<file path="config.mk">
export PLATFORM = sky130hd
export DESIGN_NAME = btn_input_ctrl
export DESIGN_NICKNAME = d
export VERILOG_FILES = /design/src/rtl/btn_input_ctrl.sv
export SDC_FILE = /design/constraint.sdc
export NUM_CORES = 1
export LEC_CHECK = 0
export BUFFER_PORTS_ARGS = -buffer_cell sky130_fd_sc_hd__buf_2
export CORE_MARGIN = 2
export CORE_UTILIZATION = 35
export CTS_CLUSTER_SIZE = 24
export DETAILED_ROUTE_END_ITERATION = 8
export PLACE_DENSITY_LB_ADDON = 0.3
export SLEW_MARGIN = 10
export SYNTH_ARGS = -nofsm -noshare
export SYNTH_HDL_FRONTEND = slang
export SYNTH_SLANG_ARGS = --single-unit
</file>
<file path="constraint.sdc">
create_clock -name clk -period 4.9 [get_ports clk]
set_input_delay 0.98 -clock clk [delete_from_list [all_inputs] [get_ports clk]]
set_output_delay 0.98 -clock clk [all_outputs]
set_load 0.02 [all_outputs]
</file>
<file path="src/rtl/btn_input_ctrl.sv">
// btn_input_ctrl: push-button sync, debounce, edge latch, register block.
// Ports: clk, rst_n, btn_pins -> req/we/addr/wdata bus -> rdata/ack, irq.
// Option: BTN_INPUT_RELEASE_EVT_EN builds RELEASE_PEND and IRQ_EN bit1.
// Map: 0 STATE(RO) 1 PRESS_PEND(W1C) 2 RELEASE_PEND(W1C) 3 IRQ_EN(RW).
module btn_input_ctrl #(
  parameter int BTN_COUNT       = 5,
  parameter int DEBOUNCE_CYCLES = 500000,
  parameter bit BTN_ACTIVE_LOW  = 1'b1
) (
  input  logic                 clk,
  input  logic                 rst_n,
  input  logic [BTN_COUNT-1:0] btn_pins,
  input  logic                 req,
  input  logic                 we,
  input  logic [1:0]           addr,
  input  logic [31:0]          wdata,
  output logic [31:0]          rdata,
  output logic                 ack,
  output logic                 irq
);

  localparam int CW = $clog2(DEBOUNCE_CYCLES);
  localparam logic [CW-1:0] CNT_MAX = CW'(DEBOUNCE_CYCLES - 1);
  localparam logic [BTN_COUNT-1:0] IDLE =
    BTN_ACTIVE_LOW ? {BTN_COUNT{1'b1}} : {BTN_COUNT{1'b0}};

  logic [BTN_COUNT-1:0] meta;
  logic [BTN_COUNT-1:0] sync_raw;
  logic [BTN_COUNT-1:0] sync;
  logic [BTN_COUNT-1:0] stable;
  logic [BTN_COUNT-1:0] accept;
  logic [BTN_COUNT-1:0] press_evt;
  logic [CW-1:0]        cnt [BTN_COUNT];

  logic [BTN_COUNT-1:0] press_pend;
  logic [BTN_COUNT-1:0] rel_pend;
  logic [BTN_COUNT-1:0] w1c_press;
  logic                 irq_en_press;
  logic                 irq_en_rel;
  logic                 accepted;
  logic                 wr;
  logic [31:0]          rd_val;
  logic                 unused_bits;

  assign unused_bits = ^wdata;

  // Flops reset to the released pin level so reset never looks like a press.
  always_ff @(posedge clk or negedge rst_n) begin
    if (!rst_n) begin
      meta     <= IDLE;
      sync_raw <= IDLE;
    end else begin
      meta     <= btn_pins;
      sync_raw <= meta;
    end
  end

  assign sync = BTN_ACTIVE_LOW ? ~sync_raw : sync_raw;

  always_comb begin
    accept = '0;
    for (int i = 0; i < BTN_COUNT; i++) begin
      accept[i] = (sync[i] != stable[i]) && (cnt[i] == CNT_MAX);
    end
  end

  assign press_evt = accept & sync;

  always_ff @(posedge clk or negedge rst_n) begin
    if (!rst_n) begin
      stable <= '0;
      for (int i = 0; i < BTN_COUNT; i++) begin
        cnt[i] <= '0;
      end
    end else begin
      stable <= stable ^ accept;
      for (int i = 0; i < BTN_COUNT; i++) begin
        if (sync[i] == stable[i] || accept[i]) begin
          cnt[i] <= '0;
        end else begin
          cnt[i] <= cnt[i] + CW'(1);
        end
      end
    end
  end

  assign accepted  = req & ~ack;
  assign wr        = accepted & we;
  assign w1c_press = (wr && addr == 2'd1) ? wdata[BTN_COUNT-1:0] : '0;

  // Edge set is OR-ed after the clear so a same-cycle event wins.
  always_ff @(posedge clk or negedge rst_n) begin
    if (!rst_n) begin
      press_pend   <= '0;
      irq_en_press <= 1'b0;
    end else begin
      press_pend <= (press_pend & ~w1c_press) | press_evt;
      if (wr && addr == 2'd3) begin
        irq_en_press <= wdata[0];
      end
    end
  end

`ifdef BTN_INPUT_RELEASE_EVT_EN
  logic [BTN_COUNT-1:0] release_evt;
  logic [BTN_COUNT-1:0] w1c_rel;

  assign release_evt = accept & ~sync;
  assign w1c_rel = (wr && addr == 2'd2) ? wdata[BTN_COUNT-1:0] : '0;

  always_ff @(posedge clk or negedge rst_n) begin
    if (!rst_n) begin
      rel_pend   <= '0;
      irq_en_rel <= 1'b0;
    end else begin
      rel_pend <= (rel_pend & ~w1c_rel) | release_evt;
      if (wr && addr == 2'd3) begin
        irq_en_rel <= wdata[1];
      end
    end
  end
`else
  assign rel_pend   = '0;
  assign irq_en_rel = 1'b0;
`endif

  always_comb begin
    rd_val = '0;
    unique case (addr)
      2'd0: rd_val[BTN_COUNT-1:0] = stable;
      2'd1: rd_val[BTN_COUNT-1:0] = press_pend;
      2'd2: rd_val[BTN_COUNT-1:0] = rel_pend;
      2'd3: rd_val[1:0] = {irq_en_rel, irq_en_press};
    endcase
  end

  always_ff @(posedge clk or negedge rst_n) begin
    if (!rst_n) begin
      ack   <= 1'b0;
      rdata <= '0;
      irq   <= 1'b0;
    end else begin
      ack   <= accepted;
      rdata <= (accepted && !we) ? rd_val : '0;
      irq   <= (|press_pend & irq_en_press) |
               (|rel_pend & irq_en_rel);
    end
  end

endmodule

</file>
==> flow_summary.ini <==
[setup_path]
worstPathMaxFanout = 19
worstPathRequired_ns = 5.18
worstPathArrival_ns = 2.54
cp-start-kind = flip-flop
critical_path_class = flip-flop to flip-flop
critical_path_capture_point_type = flip-flop

[global_routing]
largest_net_degree_at_the_start_of_global_routing = 77
grt_util_all_layers_pct = 14.5
vias_in_the_first_global_route = 4375
grt_pass1_wl_um = 20800
grt_antenna_before_repair = 2
grt.overflow.total = 0

[placement]
dpl.hpwl_um = 8310
place.port_buffers = 22
placer_congestion = 0.865
pre_cts_slack_ns = 2.41

[detailed_routing]
drc_errors = 0
routed_wire_length_um = 12100
final_antenna_net_count = 0
detail_route.first_pass.iterations = 5
route.detailed.wl_per_inst_um = 14.1
detailroute.via_count = 4436
detail_route.vias_per_cell = 5.18
drt-initial-drc-count = 380

[cells_and_area]
finish.utilization_pct = 40.8
layout-area-overhead-vs-synth_pct = 13.1
layout-drive-gt1-share_pct = 11.5
fin_nets = 672
n_antenna_cell = 0

[run_status]
outcome = completed

[clock_network]
cts-buffers-inserted = 17
clk_root_buffer_cell = sky130_fd_sc_hd__clkbuf_16
postCtsHoldBufs = 0
worst_skew_pair.late_latency_ns = 0.42
ctsLongestPathBuffers = 2
cts_sinks = 123
h-tree-depth = 4
postcts_setup_bufs = 0
post_cts_resize_count = 0
worst_setup_hold_path_clk_slew_ns = 0.05
tritoncts = built

[power]
power.switching_fraction_pct = 23.2
power.density_nw_per_um2 = 342
share_seq_of_total_power_pct = 46.3
p_clk_share_pct = 48.8
power.internal_mw = 1.78
power.static_leakage_nw = 2.81
pwr-share-comb_pct = 4.9
power.ir.vdd_worst_mv = 0.258
p_switching_mw = 0.538

[timing]
rsz0062_at_grt = no
maxSlewViolCount = 0
final.min_clock_period_ns = 2.26
worst_slew_pin_slew_ns = 0.944
postLayoutSetupSlackWorst_ns = 2.64
final_hold_viol_count = 0
clock_skew_ns = 0.00801
fin_setup_tns_ns = 0
period_share_pct = 46.2
max_clock_freq_mhz = 442
report.final.setup_viol = 0
remaining_max_slew_budget_at_the_tightest_pin_pct = 37.1

[synth]
ys_seq_elements = 123
largest_area_contributor_in_the_netlist = sky130_fd_sc_hd__dfrtp_1
syn_area_um2 = 6000
ys_dominant_reg_cell = sky130_fd_sc_hd__dfrtp_1
syn-instance-count = 595
synth_sequential_area_ratio_pct = 51.5
ys_types = 44
post_synth.cell_area_avg_um2 = 10.1
yosys-top-cells-area = sky130_fd_sc_hd__dfrtp_1, sky130_fd_sc_hd__xor2_1, sky130_fd_sc_hd__nor2_1
synth_enable_flop_cells = 0
synthArstFlopShare_pct = 100
yosys_warnings = 0
post-synth-top-area-fraction_pct = 47.2

[die]
core.rowCount = 47
die_w_um = 135
ios = 77
design.core.area_um2 = 16600
die-area_um2 = 18200
die-height_um = 135
start_util_pct = 36.0

[flow_run]
cap_viol_max_count = 0

[worst_hold_path]
hold_path_class = flip-flop to flip-flop
through the flow:
stage | cells | power, mW | hold slack (ns) | cell area [um2]
5_1_grt | 857 | 2.43 | 0.359 | 6780
2_1_floorplan | 621 | 1.17 | 0.345 | 6090
6_report | 857 | 2.32 | 0.355 | 6780
3_3_place_gp | 825 | 1.20 | 0.346 | 6240
4_1_cts | 857 | 2.35 | 0.355 | 6770
3_5_place_dp | 825 | 1.21 | 0.347 | 6240
state kept, by name, summed over array words and instances (netlist names), named ones only:
register / count
cnt: 95
irq_en_press: 1
sync_raw: 5
rdata: 5
stable: 4
irq: 1
ack: 1
meta: 5
press_pend: 5
cell families (layout without fill, tap and decap cells):
| group | after synthesis | after routing | share of synthesized area, % |
|---|---|---|---|
| mux | 5 | 5 | 0.835 |
| compound gates | 67 | 67 | 6.87 |
| flops | 123 | 123 | 51.5 |
| buf+inv | 51 | 67 | 5.07 |
| fa+ha+maj | 5 | 5 | 1.04 |
| simple gates | 274 | 274 | 24.5 |
| other cells | 1 | 27 | 0.0625 |
| xor+xnor | 69 | 69 | 10.1 |
cells in the final DEF (no fill, tap or decap), types with 2 or more instances in the layout:
cell type / count
sky130_fd_sc_hd__dfstp_2: 10
sky130_fd_sc_hd__ha_1: 5
sky130_fd_sc_hd__a21o_1: 2
sky130_fd_sc_hd__xnor2_1: 33
sky130_fd_sc_hd__o31ai_1: 15
sky130_fd_sc_hd__conb_1: 27
sky130_fd_sc_hd__nand3b_1: 3
sky130_fd_sc_hd__nand3_1: 34
sky130_fd_sc_hd__and4_1: 10
sky130_fd_sc_hd__or4b_1: 3
sky130_fd_sc_hd__and2_1: 4
sky130_fd_sc_hd__and3_1: 9
sky130_fd_sc_hd__nor4b_1: 6
sky130_fd_sc_hd__mux2i_1: 5
sky130_fd_sc_hd__dfrtp_1: 113
sky130_fd_sc_hd__inv_1: 10
sky130_fd_sc_hd__clkbuf_1: 4
sky130_fd_sc_hd__clkbuf_16: 17
sky130_fd_sc_hd__nand2_1: 31
sky130_fd_sc_hd__or4_1: 13
sky130_fd_sc_hd__buf_4: 4
sky130_fd_sc_hd__nor3_1: 12
sky130_fd_sc_hd__o21ai_0: 21
sky130_fd_sc_hd__or2_2: 2
sky130_fd_sc_hd__xor2_1: 36
sky130_fd_sc_hd__clkinv_2: 9
sky130_fd_sc_hd__buf_2: 21
sky130_fd_sc_hd__nor2_1: 82
sky130_fd_sc_hd__a21oi_1: 21
sky130_fd_sc_hd__nand4_1: 33
sky130_fd_sc_hd__or3_1: 14
sky130_fd_sc_hd__o21ai_2: 2
sky130_fd_sc_hd__nor4_1: 11
critical path: stages, from the launching register on:
cell,delay (ns)
sky130_fd_sc_hd__dfrtp_1,0.44
sky130_fd_sc_hd__or4_1,0.55
sky130_fd_sc_hd__or4_4,0.57
sky130_fd_sc_hd__o21ai_4,0.45
sky130_fd_sc_hd__nor2_1,0.11
Yosys cell counts, types with 2 or more instances:
cell,number
sky130_fd_sc_hd__nand3b_1,3
sky130_fd_sc_hd__or4b_1,3
sky130_fd_sc_hd__o31ai_1,15
sky130_fd_sc_hd__nor3_1,12
sky130_fd_sc_hd__nor4_1,11
sky130_fd_sc_hd__buf_4,27
sky130_fd_sc_hd__buf_2,3
sky130_fd_sc_hd__or2_2,2
sky130_fd_sc_hd__inv_1,10
sky130_fd_sc_hd__clkbuf_1,10
sky130_fd_sc_hd__and4_1,10
sky130_fd_sc_hd__and3_1,9
sky130_fd_sc_hd__dfrtp_1,113
sky130_fd_sc_hd__o31ai_2,2
sky130_fd_sc_hd__nand4_1,33
sky130_fd_sc_hd__a21oi_1,21
sky130_fd_sc_hd__o21ai_1,2
sky130_fd_sc_hd__nand3_1,34
sky130_fd_sc_hd__nor2_1,82
sky130_fd_sc_hd__and2_1,4
sky130_fd_sc_hd__dfstp_2,10
sky130_fd_sc_hd__nor4b_1,6
sky130_fd_sc_hd__or3_1,14
sky130_fd_sc_hd__mux2i_1,5
sky130_fd_sc_hd__or4_1,13
sky130_fd_sc_hd__nand2_1,31
sky130_fd_sc_hd__xor2_1,36
sky130_fd_sc_hd__ha_1,5
sky130_fd_sc_hd__o21ai_0,21
sky130_fd_sc_hd__a21o_1,2
sky130_fd_sc_hd__xnor2_1,33
cell type report:
type	instances	area [um2]
fillers	1578	9860
flip-flops and latches	123	3090
repair buffers	25	135
clock inverters	10	75.1
clock buffers	22	454
well taps	220	275
inverters	10	37.5
multi-input cells	447	2720
power by group through the flow:
stage / registers (mW) / logic [mW] / clock network [mW]
2_1_floorplan: 1.09 / 0.0831 / 0
3_3_place_gp: 1.09 / 0.112 / 0
3_5_place_dp: 1.09 / 0.114 / 0
4_1_cts: 1.07 / 0.115 / 1.16
5_1_grt: 1.08 / 0.130 / 1.22
6_report: 1.07 / 0.113 / 1.13
per-layer routing:
| metal | vias to the layer above | wire [um] | track usage (%) | part of all wire (%) |
|---|---|---|---|---|
| li1 | 2136 | - | - | - |
| met1 | 2177 | 5660 | 18.9 | 47 |
| met2 | 102 | 5620 | 22.5 | 46 |
| met3 | 17 | 662 | 5.33 | 5.5 |
| met4 | 4 | 121 | 4.97 | 1.0 |
| met5 | - | 28 | 0 | 0.23 |
path summary, 6_finish.rpt:
path,end,slack [ns],from,cells after the start
hold reg to reg,sync_raw[4],0.35,meta[4],0
setup reg to reg,cnt[68],2.64,cnt[62],4
max in group asynchronous,meta[2],3.25,rst_n,2
hold / removal,sync_raw[4],0.35,meta[4],0
min in group asynchronous,cnt[57],0.69,rst_n,1
setup / recovery,cnt[68],2.64,cnt[62],4
No activity file was read; power rests on OpenSTA's default activity.
